[config.mk]
export PLATFORM = sky130hd
export DESIGN_NAME = riscv_scoreboard
export DESIGN_NICKNAME = d
export VERILOG_FILES = /design/src/rtl/riscv_scoreboard_pkg.sv /design/src/rtl/riscv_sb_entry.sv /design/src/rtl/riscv_scoreboard.sv
export SDC_FILE = /design/constraint.sdc
export NUM_CORES = 1
export LEC_CHECK = 0
export ABC_CLOCK_PERIOD_IN_PS = 7240
export CORE_ASPECT_RATIO = 0.6
export CORE_UTILIZATION = 55
export CTS_CLUSTER_SIZE = 8
export DETAILED_ROUTE_END_ITERATION = 10
export PLACE_DENSITY_LB_ADDON = 0.2
export SYNTH_ARGS = -nofsm -noshare
export SYNTH_HDL_FRONTEND = slang
export SYNTH_SLANG_ARGS = --single-unit
[constraint.sdc]
create_clock -name clk -period 7.24 [get_ports clk]
set_input_delay 1.086 -clock clk [delete_from_list [all_inputs] [get_ports clk]]
set_output_delay 1.086 -clock clk [all_outputs]
set_load 0.01 [all_outputs]
[src/rtl/riscv_scoreboard_pkg.sv]
// riscv_scoreboard_pkg
// Shared constants for the register-file hazard scoreboard: default widths
// and the result latencies used by the issue stage when tagging writers.
package riscv_scoreboard_pkg;

   localparam int RF_ADDR_WIDTH_DEF = 5;
   localparam int LAT_WIDTH_DEF     = 3;

   // Cycles until a result is forwardable, counted from the issue edge.
   localparam int LAT_ALU    = 0;
   localparam int LAT_LOAD   = 1;
   localparam int LAT_MULDIV = 6;

   // Largest outstanding-writer count a register can track.
   localparam logic [1:0] INFLIGHT_MAX = 2'd3;

endpackage

[src/rtl/riscv_sb_entry.sv]
// riscv_sb_entry
// Tracking state for one architectural register: how many writers are in
// flight and how many cycles remain before the youngest result is forwardable.
//
// Ports
//   clk, rst      clock, asynchronous active-high reset
//   inc           an accepted issue writes this register
//   dec_wb        a register-file write for this register retires
//   dec_kill      an in-flight writer of this register is squashed
//   lat           latency loaded into the countdown on inc
//   inflight      outstanding writer count (0..3)
//   cnt           remaining cycles before the result is forwardable
module riscv_sb_entry
   import riscv_scoreboard_pkg::*;
#(
   parameter int LAT_WIDTH = LAT_WIDTH_DEF
) (
   input  logic                 clk,
   input  logic                 rst,
   input  logic                 inc,
   input  logic                 dec_wb,
   input  logic                 dec_kill,
   input  logic [LAT_WIDTH-1:0] lat,
   output logic [1:0]           inflight,
   output logic [LAT_WIDTH-1:0] cnt
);

   logic [1:0]           inflight_q, inflight_d;
   logic [LAT_WIDTH-1:0] cnt_q, cnt_d;
   logic [2:0]           up;
   logic [2:0]           dn;
   logic [2:0]           diff;
   logic                 underflow;

   always_comb begin
      up        = {1'b0, inflight_q} + {2'b00, inc};
      dn        = {2'b00, dec_wb} + {2'b00, dec_kill};
      diff      = 3'd0;
      underflow = 1'b0;
      inflight_d = inflight_q;

      // Net the increment against both decrement sources; clamp at 0 on a
      // retire with nothing outstanding, and at the max as a safety net (the
      // WAW stall keeps an issue from arriving when already full).
      if (dn > up) begin
         underflow  = 1'b1;
         inflight_d = 2'd0;
      end else begin
         diff = up - dn;
         if (diff > {1'b0, INFLIGHT_MAX}) begin
            inflight_d = INFLIGHT_MAX;
         end else begin
            inflight_d = diff[1:0];
         end
      end

      if (inc) begin
         cnt_d = lat;
      end else if (cnt_q != '0) begin
         cnt_d = cnt_q - LAT_WIDTH'(1);
      end else begin
         cnt_d = cnt_q;
      end

      // No writer left means no result to wait on.
      if (inflight_d == 2'd0) begin
         cnt_d = '0;
      end
   end

   always_ff @(posedge clk or posedge rst) begin
      if (rst) begin
         inflight_q <= 2'd0;
         cnt_q      <= '0;
      end else begin
         inflight_q <= inflight_d;
         cnt_q      <= cnt_d;
      end
   end

   assign inflight = inflight_q;
   assign cnt      = cnt_q;

   // Retiring or killing a writer that was never issued is a pipeline bug.
   a_no_underflow : assert property (@(posedge clk) disable iff (rst) !underflow);

endmodule

[src/rtl/riscv_scoreboard.sv]
// riscv_scoreboard
// ID-stage hazard scoreboard. Tracks pending writes per register and raises
// stall when the decoded instruction reads a result that is not yet
// forwardable, or would exceed the writer count its destination can track.
//
// Ports
//   clk, rst                         clock, asynchronous active-high reset
//   issue_valid                      instruction wants to advance ID->EX
//   issue_rs1/rs2, issue_rs*_used    source registers and read enables
//   issue_rd, issue_we, issue_lat    destination, write enable, result latency
//   wb_valid, wb_rd                  register-file write retiring this cycle
//   kill_valid, kill_rd              in-flight writer squashed by flush
//   stall                            hold ID, bubble EX (combinational)
//   busy                             any register has a pending write
//   pending                          per-register pending flag
module riscv_scoreboard
   import riscv_scoreboard_pkg::*;
#(
   parameter int RF_ADDR_WIDTH = RF_ADDR_WIDTH_DEF,
   parameter int LAT_WIDTH     = LAT_WIDTH_DEF,
   localparam int NREGS        = 2**RF_ADDR_WIDTH
) (
   input  logic                     clk,
   input  logic                     rst,
   input  logic                     issue_valid,
   input  logic [RF_ADDR_WIDTH-1:0] issue_rs1,
   input  logic [RF_ADDR_WIDTH-1:0] issue_rs2,
   input  logic                     issue_rs1_used,
   input  logic                     issue_rs2_used,
   input  logic [RF_ADDR_WIDTH-1:0] issue_rd,
   input  logic                     issue_we,
   input  logic [LAT_WIDTH-1:0]     issue_lat,
   input  logic                     wb_valid,
   input  logic [RF_ADDR_WIDTH-1:0] wb_rd,
   input  logic                     kill_valid,
   input  logic [RF_ADDR_WIDTH-1:0] kill_rd,
   output logic                     stall,
   output logic                     busy,
   output logic [NREGS-1:0]         pending
);

   logic [1:0]           inflight [NREGS];
   logic [LAT_WIDTH-1:0] cnt      [NREGS];
   logic                 raw_hit;
   logic                 waw_full;
   logic                 accept;
   logic                 wr_en;

   // x0 is hardwired; it never carries a hazard.
   assign inflight[0] = 2'd0;
   assign cnt[0]      = '0;

   genvar r;
   generate
      for (r = 1; r < NREGS; r++) begin : g_entry
         riscv_sb_entry #(
            .LAT_WIDTH (LAT_WIDTH)
         ) u_entry (
            .clk      (clk),
            .rst      (rst),
            .inc      (wr_en && (issue_rd == RF_ADDR_WIDTH'(r))),
            .dec_wb   (wb_valid && (wb_rd == RF_ADDR_WIDTH'(r))),
            .dec_kill (kill_valid && (kill_rd == RF_ADDR_WIDTH'(r))),
            .lat      (issue_lat),
            .inflight (inflight[r]),
            .cnt      (cnt[r])
         );
      end
   endgenerate

   // Hazards look only at registered state: a same-cycle writeback is
   // covered by the forwarding path, not by clearing the stall early.
   always_comb begin
      raw_hit = 1'b0;
      if (issue_rs1_used && (issue_rs1 != '0) &&
          (inflight[issue_rs1] != 2'd0) && (cnt[issue_rs1] != '0)) begin
         raw_hit = 1'b1;
      end
      if (issue_rs2_used && (issue_rs2 != '0) &&
          (inflight[issue_rs2] != 2'd0) && (cnt[issue_rs2] != '0)) begin
         raw_hit = 1'b1;
      end

      waw_full = issue_we && (issue_rd != '0) && (inflight[issue_rd] == INFLIGHT_MAX);

      stall  = issue_valid && (raw_hit || waw_full) && !rst;
      accept = issue_valid && !stall;
      wr_en  = accept && issue_we && (issue_rd != '0);
   end

   always_comb begin
      pending = '0;
      for (int i = 0; i < NREGS; i++) begin
         pending[i] = (inflight[i] != 2'd0);
      end
   end

   assign busy = |pending;

endmodule

=== Word-level counts from Yosys, hierarchy flattened ===
Index checks and enable logic that the tools add are counted.

* Flip-flop bits (word level): 155
* Output and inout port bits: 34

* Eq/ne operators: 94
* Muxes and demuxes: 172
* Bitwise logic cells: 3
* Add/sub/neg operators: 124
* Magnitude comparators: 65
* Reductions and logical operators: 241

{| class="wikitable"
|+ Operators by type and width
! cell !! count
|-
| 3-bit two-way mux || 97
|-
| 5-bit equality test (second input constant) || 48
|-
| 3-bit nonzero test || 64
|-
| 2-bit two-way mux || 68
|-
| 5-bit by 4-bit equality test with 1-bit output (second input constant) || 24
|-
| 1-bit logical AND || 106
|-
| 2-bit by 1-bit adder with 3-bit output || 31
|-
| 3-bit by 2-bit greater-than comparator with 1-bit output (second input constant) || 31
|-
| 3-bit greater-than comparator || 31
|-
| 3-bit by 1-bit subtractor with 3-bit output (second input constant) || 31
|-
| 3-bit subtractor || 31
|-
| 2-bit nonzero test || 33
|-
| 1-bit by 1-bit adder with 2-bit output || 31
|-
| 2-bit logical NOT || 31
|-
| 5-bit by 3-bit equality test with 1-bit output (second input constant) || 12
|-
| 31-bit OR reduction || 1
|-
| 2-bit binary-select mux with 5-bit select || 3
|-
| 3-bit binary-select mux with 5-bit select || 2
|-
| 5-bit by 2-bit equality test with 1-bit output (second input constant) || 6
|-
| 6-bit >= comparator (second input constant) || 3
|-
| 5-bit NOT with 6-bit output || 3
|-
| 5-bit by 1-bit equality test with 1-bit output (second input constant) || 3
|-
| 5-bit nonzero test || 3
|-
| 2-bit equality test (second input constant) || 1
|-
| 3 further kinds || 5
|}

=== Longest topological paths before layout ===
* Depth in word-level cells: 24
* Mapped depth: 23
* Mapped depth without buffers: 20

=== By module ===
A second synthesis with hierarchy kept.

* Cell total of the unflattened synthesis: 1,760
* Area, all modules: 15,347.2 sq um

{| class="wikitable"
|+ Modules (own cells, without submodules)
! module !! instances !! cells each !! sequential area each (sq um) !! area each (sq um)
|-
| riscv_sb_entry at g_entry[10].u_entry ... || 20 || 43 || 125.1 || 407.9
|-
| riscv_sb_entry at g_entry[28].u_entry ... || 11 || 40 || 125.1 || 410.4
|-
| riscv_scoreboard || 1 || 460 || 0.0 || 2,675.1
|}

=== Least setup slack after synthesis ===
No wires, ideal clock.

* Path kind: input port to flip-flop
* Start: input port rst
* End: register g_entry[10].u_entry.cnt_q[1]
* Slack: -0.531 ns
* Buffers on the path: 1
* Data arrival time: 7.675 ns
* Cell stages on the path: 14
* Library setup time: 0.096 ns
* Required time: 7.144 ns
* Path through: inv_1 -> nand2_1 -> a311oi_4 -> nor4_4 -> nand2_1 -> clkbuf_1 -> nor2_1 -> ha_1 -> ha_1 -> fa_1 -> xor2_1 -> a31oi_1 -> o311ai_0 -> o31ai_1

* Longest elaborated chain between the ends: 14
* Elaborated cells between the ends (all ways): 17
* Classes of those cells: add/sub: 2; order compare: 2; mux: 4; reduce/logical: 9

{| class="wikitable"
|+ RTL lines
! what !! RTL line !! source
|-
| from (decl) || riscv_scoreboard.sv:24 || <nowiki>input logic rst,</nowiki>
|-
| 1-bit logical NOT (no line) (*) || n/a ||
|-
| 1-bit logical AND (*) || riscv_scoreboard.sv:86 || <nowiki>stall = issue_valid && (raw_hit || waw_full) && !rst;</nowiki>
|-
| 1-bit logical NOT (*) || riscv_scoreboard.sv:87 || <nowiki>accept = issue_valid && !stall;</nowiki>
|-
| 1-bit logical AND (*) || riscv_scoreboard.sv:87 ||
|-
| 1-bit logical AND (*) (2 in a row) || riscv_scoreboard.sv:88 || <nowiki>wr_en = accept && issue_we && (issue_rd != '0);</nowiki>
|-
| 1-bit logical AND (*) || riscv_scoreboard.sv:61 || <nowiki>.inc (wr_en && (issue_rd == RF_ADDR_WIDTH'(r))),</nowiki>
|-
| 2-bit by 1-bit adder with 3-bit output || riscv_sb_entry.sv:36 || <nowiki>up = {1'b0, inflight_q} + {2'b00, inc};</nowiki>
|-
| 3-bit subtractor || riscv_sb_entry.sv:49 || <nowiki>diff = up - dn;</nowiki>
|-
| 3-bit by 2-bit greater-than comparator with 1-bit output || riscv_sb_entry.sv:50 || <nowiki>if (diff > {1'b0, INFLIGHT_MAX}) begin</nowiki>
|-
| 2-bit two-way mux || riscv_sb_entry.sv:50 ||
|-
| 2-bit two-way mux || riscv_sb_entry.sv:45 || <nowiki>if (dn > up) begin</nowiki>
|-
| 2-bit logical NOT || riscv_sb_entry.sv:66 || <nowiki>if (inflight_d == 2'd0) begin</nowiki>
|-
| 3-bit nonzero test (no line) or 3-bit two-way mux (tied branches) || n/a ||
|-
| to (signal assigned) || riscv_sb_entry.sv:77 || <nowiki>cnt_q <= cnt_d;</nowiki>
|-
| to (decl) || riscv_sb_entry.sv:29 || <nowiki>logic [LAT_WIDTH-1:0] cnt_q, cnt_d;</nowiki>
|}

Mark *: on every way between the ends. The rest lies on a longest branch, timed or not.
A chain may end at the register's enable or synchronous reset.

=== Worst setup path in the final report ===
* Start: input port issue_rs2[1]
* End: register g_entry[29].u_entry.cnt_q[1]

* Longest elaborated chain between the ends: 23
* Elaborated cells between the ends (all ways): 32
* Classes of those cells: add/sub: 2; order compare: 2; mux: 11; bitwise: 1; reduce/logical: 16

{| class="wikitable"
|+ RTL lines
! what !! RTL line !! source
|-
| from (decl) || riscv_scoreboard.sv:27 || <nowiki>input logic [RF_ADDR_WIDTH-1:0] issue_rs2,</nowiki>
|-
| 5-bit NOT with 6-bit output (implied by the code) || riscv_scoreboard.sv:80 || <nowiki>(inflight[issue_rs2] != 2'd0) && (cnt[issue_rs2] != '0)) begin</nowiki>
|-
| 2-bit binary-select mux with 5-bit select || riscv_scoreboard.sv:80 ||
|-
| 2-bit two-way mux (implied by the code) (2 in a row) || riscv_scoreboard.sv:80 ||
|-
| 2-bit nonzero test || riscv_scoreboard.sv:80 ||
|-
| 1-bit logical AND || riscv_scoreboard.sv:79 || <nowiki>if (issue_rs2_used && (issue_rs2 != '0) &&</nowiki>
|-
| 1-bit logical AND (*) || riscv_scoreboard.sv:80 ||
|-
| 1-bit two-way mux (*) || riscv_scoreboard.sv:79 ||
|-
| 1-bit logical OR (*) || riscv_scoreboard.sv:86 ||
|-
| (+7 left out) || n/a ||
|-
| 2-bit by 1-bit adder with 3-bit output (*) || riscv_sb_entry.sv:36 ||
|-
| 3-bit subtractor || riscv_sb_entry.sv:49 ||
|-
| 3-bit by 2-bit greater-than comparator with 1-bit output || riscv_sb_entry.sv:50 ||
|-
| 2-bit two-way mux || riscv_sb_entry.sv:50 ||
|-
| 2-bit two-way mux (*) || riscv_sb_entry.sv:45 ||
|-
| via g_entry[29].u_entry.inflight_d[1] || riscv_sb_entry.sv:28 || <nowiki>logic [1:0] inflight_q, inflight_d;</nowiki>
|-
| 2-bit logical NOT (*) || riscv_sb_entry.sv:66 ||
|-
| 3-bit nonzero test (no line) or 3-bit two-way mux (tied branches) || n/a ||
|-
| to (signal assigned) || riscv_sb_entry.sv:77 ||
|-
| to (decl) || riscv_sb_entry.sv:29 ||
|}

Mark *: on every way through the listed nets, which the timed path passes. The rest lies on a longest branch. The select of a mux whose other input is x is not followed.

==> impl_metrics.ini <==
[grt]
grt_pass1_vias = 13000
grt_pass1_wl_mm = 74.5
antenna_found_initial = 1
grt_max_degree = 156
grt.total_usage = 0.352
gr-total-overflow = 0

[routing]
vias = 13700
wire_per_inst_um = 21.9
drt_iter0_drc = 1790
detail-route-antenna-nets = 0
drcViolationCount = 0
drt-pass1-iter-count = 6
drt_wl_total_mm = 48.1
via_per_inst = 6.25

[clock_network]
ctsHoldBuffers = 0
cts_setup_buffers = 0
tritoncts = done
htree_levels = 4
cts.path.max_buffers = 2
cts.repair.resized = 0
clk_latency_ns = 0.46
clkTransAtPathRegs_ns = 0.06
cts_root_buf = clkbuf_16
cts.sinks = 155
cts_made_buffers = 17

[placed_design]
gp_congestion = 1.01
post_dp_cell_area_mm2 = 0.0162
dp_hpwl_mm = 37.3
placedCellCount = 2166
portBuffers = 68

[sta]
fmax_mhz = 156
period_needed_ns = 6.42
setup_tns_ns = 0
fin_crit_sh = 0.887
skew_ns = 0.0120
hold_viol = 0
worst_pin_slew_ns = 1.00
setup_violations = 0
rsz0062_at_grt = false
final_max_slew_viol_count = 0
slew_headroom = 0.329

[yosys]
syn_nets = 2060
ys_ff_latch = 155
syn_area_per_cell_um2 = 8.52
yosysWarnings = 0
synth_top_area_share = 0.256
synthArstFlopShare = 1.00
yosys-top-cells-area = dfrtp_1, ha_1, fa_1, inv_1, nand2_1
yosysSeqAreaShare = 0.256
yosysTopAreaCell = dfrtp_1
synth_cells = 1776
ys_types = 74
ys.flop_type = dfrtp_1
synth_area_mm2 = 0.0151
synth_edf_count = 0

[setup_path]
crit_required_ns = 7.54
r2r_slack_ns = 1.57
worstSetupStartpoint = issue_rs2[1]
end_kind = register
critPathMaxFanout = 19
crit_type = in2reg
rr_startpoint = g_entry[23].u_entry.cnt[0]$_DFFE_PP0P_
cp_data_arrival_time_ns = 6.72
critPathCapture = g_entry[29].u_entry.cnt[1]$_DFFE_PP0P_
rr_endpoint = g_entry[29].u_entry.cnt[1]$_DFFE_PP0P_
ff2ff_path_depth = 14
startpoint_type = input pin

[finish]
area_growth_pct = 10.5
antenna-diode-count = 0
fin_area_mm2 = 0.0167
drive_gt1_frac = 0.0642
final_nets = 2109
fin_cells = 2198

[power]
p_sw_w = 0.00239
switching_share = 0.467
power_frac_seq = 0.285
clkPwrFrac = 0.165
p_int_w = 0.00272
p_comb_frac = 0.549
vdd_ir_drop_max_mv = 0.206
p_leak_nw = 7.12
powerDensity_mw_per_mm2 = 305

[flow_run]
maxCapViolCount = 0

[min_path]
worstHoldPathType = reg2reg

[floorplan]
dieWidth_um = 216
rows = 46
die_h_um = 130
die_area_mm2 = 0.0282
core_area_mm2 = 0.0267
io-pin-count = 70
initial_core_util = 0.567

[outcome]
status = finished, final reports clean
-- cell type report --
cell class,count,area [um^2]
inverters,252,950
fillers,2305,9980
well taps,360,450
multi-input cells,1299,9980
flip-flops and latches,155,3880
clock buffers,19,453
clock inverters,13,77.6
repair buffers,100,933
-- worst min path at each step --
| stage | slack, ns | from | end | depth (start not counted) |
|---|---|---|---|---|
| after floorplan | 0.55 | g_entry[31].u_entry.cnt[0]$_DFFE_PP0P_ | g_entry[31].u_entry.cnt[0]$_DFFE_PP0P_ | 3 |
| after global placement | 0.59 | g_entry[31].u_entry.cnt[0]$_DFFE_PP0P_ | g_entry[31].u_entry.cnt[0]$_DFFE_PP0P_ | 3 |
| after detailed placement | 0.59 | g_entry[31].u_entry.cnt[0]$_DFFE_PP0P_ | g_entry[31].u_entry.cnt[0]$_DFFE_PP0P_ | 3 |
| after CTS | 0.60 | g_entry[31].u_entry.cnt[0]$_DFFE_PP0P_ | g_entry[31].u_entry.cnt[0]$_DFFE_PP0P_ | 3 |
| after global routing | 0.66 | g_entry[23].u_entry.cnt[0]$_DFFE_PP0P_ | g_entry[23].u_entry.cnt[0]$_DFFE_PP0P_ | 3 |
| final | 0.60 | g_entry[31].u_entry.cnt[0]$_DFFE_PP0P_ | g_entry[31].u_entry.cnt[0]$_DFFE_PP0P_ | 3 |
-- power groups by stage --
stage / registers, W / logic, W / clock network [W]
2_1_floorplan: 0.00132 / 0.00183 / 0
3_3_place_gp: 0.00144 / 0.00263 / 0
3_5_place_dp: 0.00145 / 0.00273 / 0
4_1_cts: 0.00144 / 0.00274 / 0.000855
5_1_grt: 0.00149 / 0.00310 / 0.000891
6_report: 0.00146 / 0.00281 / 0.000845
-- placed cells by master (no fill, tap or decap), drive strengths merged, types with 4 or more instances in the layout --
| master | netlist | final |
|---|---|---|
| or2 | 22 | 22 |
| clkdlybuf4s50 | 0 | 68 |
| mux2 | 4 | 4 |
| o2111ai | 4 | 4 |
| nor3b | 4 | 4 |
| fa | 62 | 62 |
| and3 | 4 | 4 |
| a31oi | 39 | 39 |
| clkinvlp | 0 | 6 |
| nor2b | 20 | 20 |
| inv | 252 | 251 |
| a21oi | 96 | 96 |
| xnor2 | 30 | 30 |
| nand3 | 27 | 27 |
| nand4b | 4 | 4 |
| a221oi | 11 | 11 |
| a211oi | 6 | 6 |
| clkinv | 0 | 8 |
| or4 | 14 | 14 |
| clkbuf | 42 | 19 |
| dfrtp | 155 | 155 |
| nand2 | 213 | 213 |
| mux4 | 10 | 10 |
| nand4 | 22 | 22 |
| o21ai | 90 | 90 |
| a311oi | 9 | 9 |
| nand2b | 13 | 13 |
| ha | 186 | 186 |
| o32ai | 13 | 13 |
| nor2 | 143 | 143 |
| xor2 | 26 | 26 |
| mux2i | 39 | 39 |
| nor4 | 19 | 19 |
| nor3 | 27 | 27 |
| nor4b | 6 | 6 |
| and3b | 5 | 5 |
| o311ai | 38 | 38 |
| o31ai | 55 | 55 |
| buf | 28 | 32 |
-- routing by layer --
layer  GRT usage  part of all wire  vias to the layer above
li1            -                 -                     6315
met1       0.511              0.44                     6555
met2       0.478              0.39                      771
met3       0.141              0.14                       99
met4      0.0949             0.023                        2
met5           0           0.00033                        -
-- cells in the mapped netlist, drive strengths merged (5+ instances only) --
library cell and instances:
o21ai 90, a311oi 9, buf 28, nand2 213, and3b 5, or2 22
a211oi 6, nor2b 20, nor2 143, or4 14, nand3 27, nand2b 13
a21oi 96, xnor2 30, nor4 19, ha 186, nand4 22, mux4 10
nor3 27, xor2 26, clkbuf 42, dfrtp 155, fa 62, a31oi 39
inv 252, o311ai 38, nor4b 6, a221oi 11, mux2i 39, o32ai 13
o31ai 55
-- metrics by stage --
stage | total power [W] | setup WS, ns | util | hold WS, ns
after floorplan | 0.00315 | 0.618 | - | 0.554
after global placement | 0.00407 | 0.810 | 0.606 | 0.588
after detailed placement | 0.00418 | 0.634 | 0.606 | 0.587
after CTS | 0.00504 | 1.06 | 0.626 | 0.599
after global routing | 0.00548 | 0.616 | 0.626 | 0.665
final | 0.00511 | 0.820 | 0.626 | 0.603
-- cells by family after synthesis --
logic type	Yosys count	share of synthesized area
flip-flops	155	0.256
buffers and inverters	322	0.0840
AO/OA/AOI/OAI	388	0.170
adder cells (fa/ha/maj)	248	0.236
other	1	0.000248
multiplexers	53	0.0439
AND/OR/NAND/NOR	553	0.178
XOR/XNOR	56	0.0324
-- state kept, by name, indices dropped and copies added, names as in the netlist --
| signal | cells |
|---|---|
| g_entry.u_entry.cnt | 93 |
| g_entry.u_entry.inflight | 62 |
-- worst max-delay path: stages --
cell	delay, ns
clkdlybuf4s50_1	1.00
buf_4	0.31
or3b_2	0.46
o311ai_0	0.11
a31oi_1	0.14
o2111ai_1	0.15
o2bb2ai_2	0.19
or2_1	0.48
nor4_1	0.63
ha_1	0.32
ha_1	0.27
fa_1	0.52
o21ai_0	0.26
a221oi_1	0.14
nor2_1	0.54
a21oi_1	0.10
Note: power is estimated with default switching activity, not from simulation.
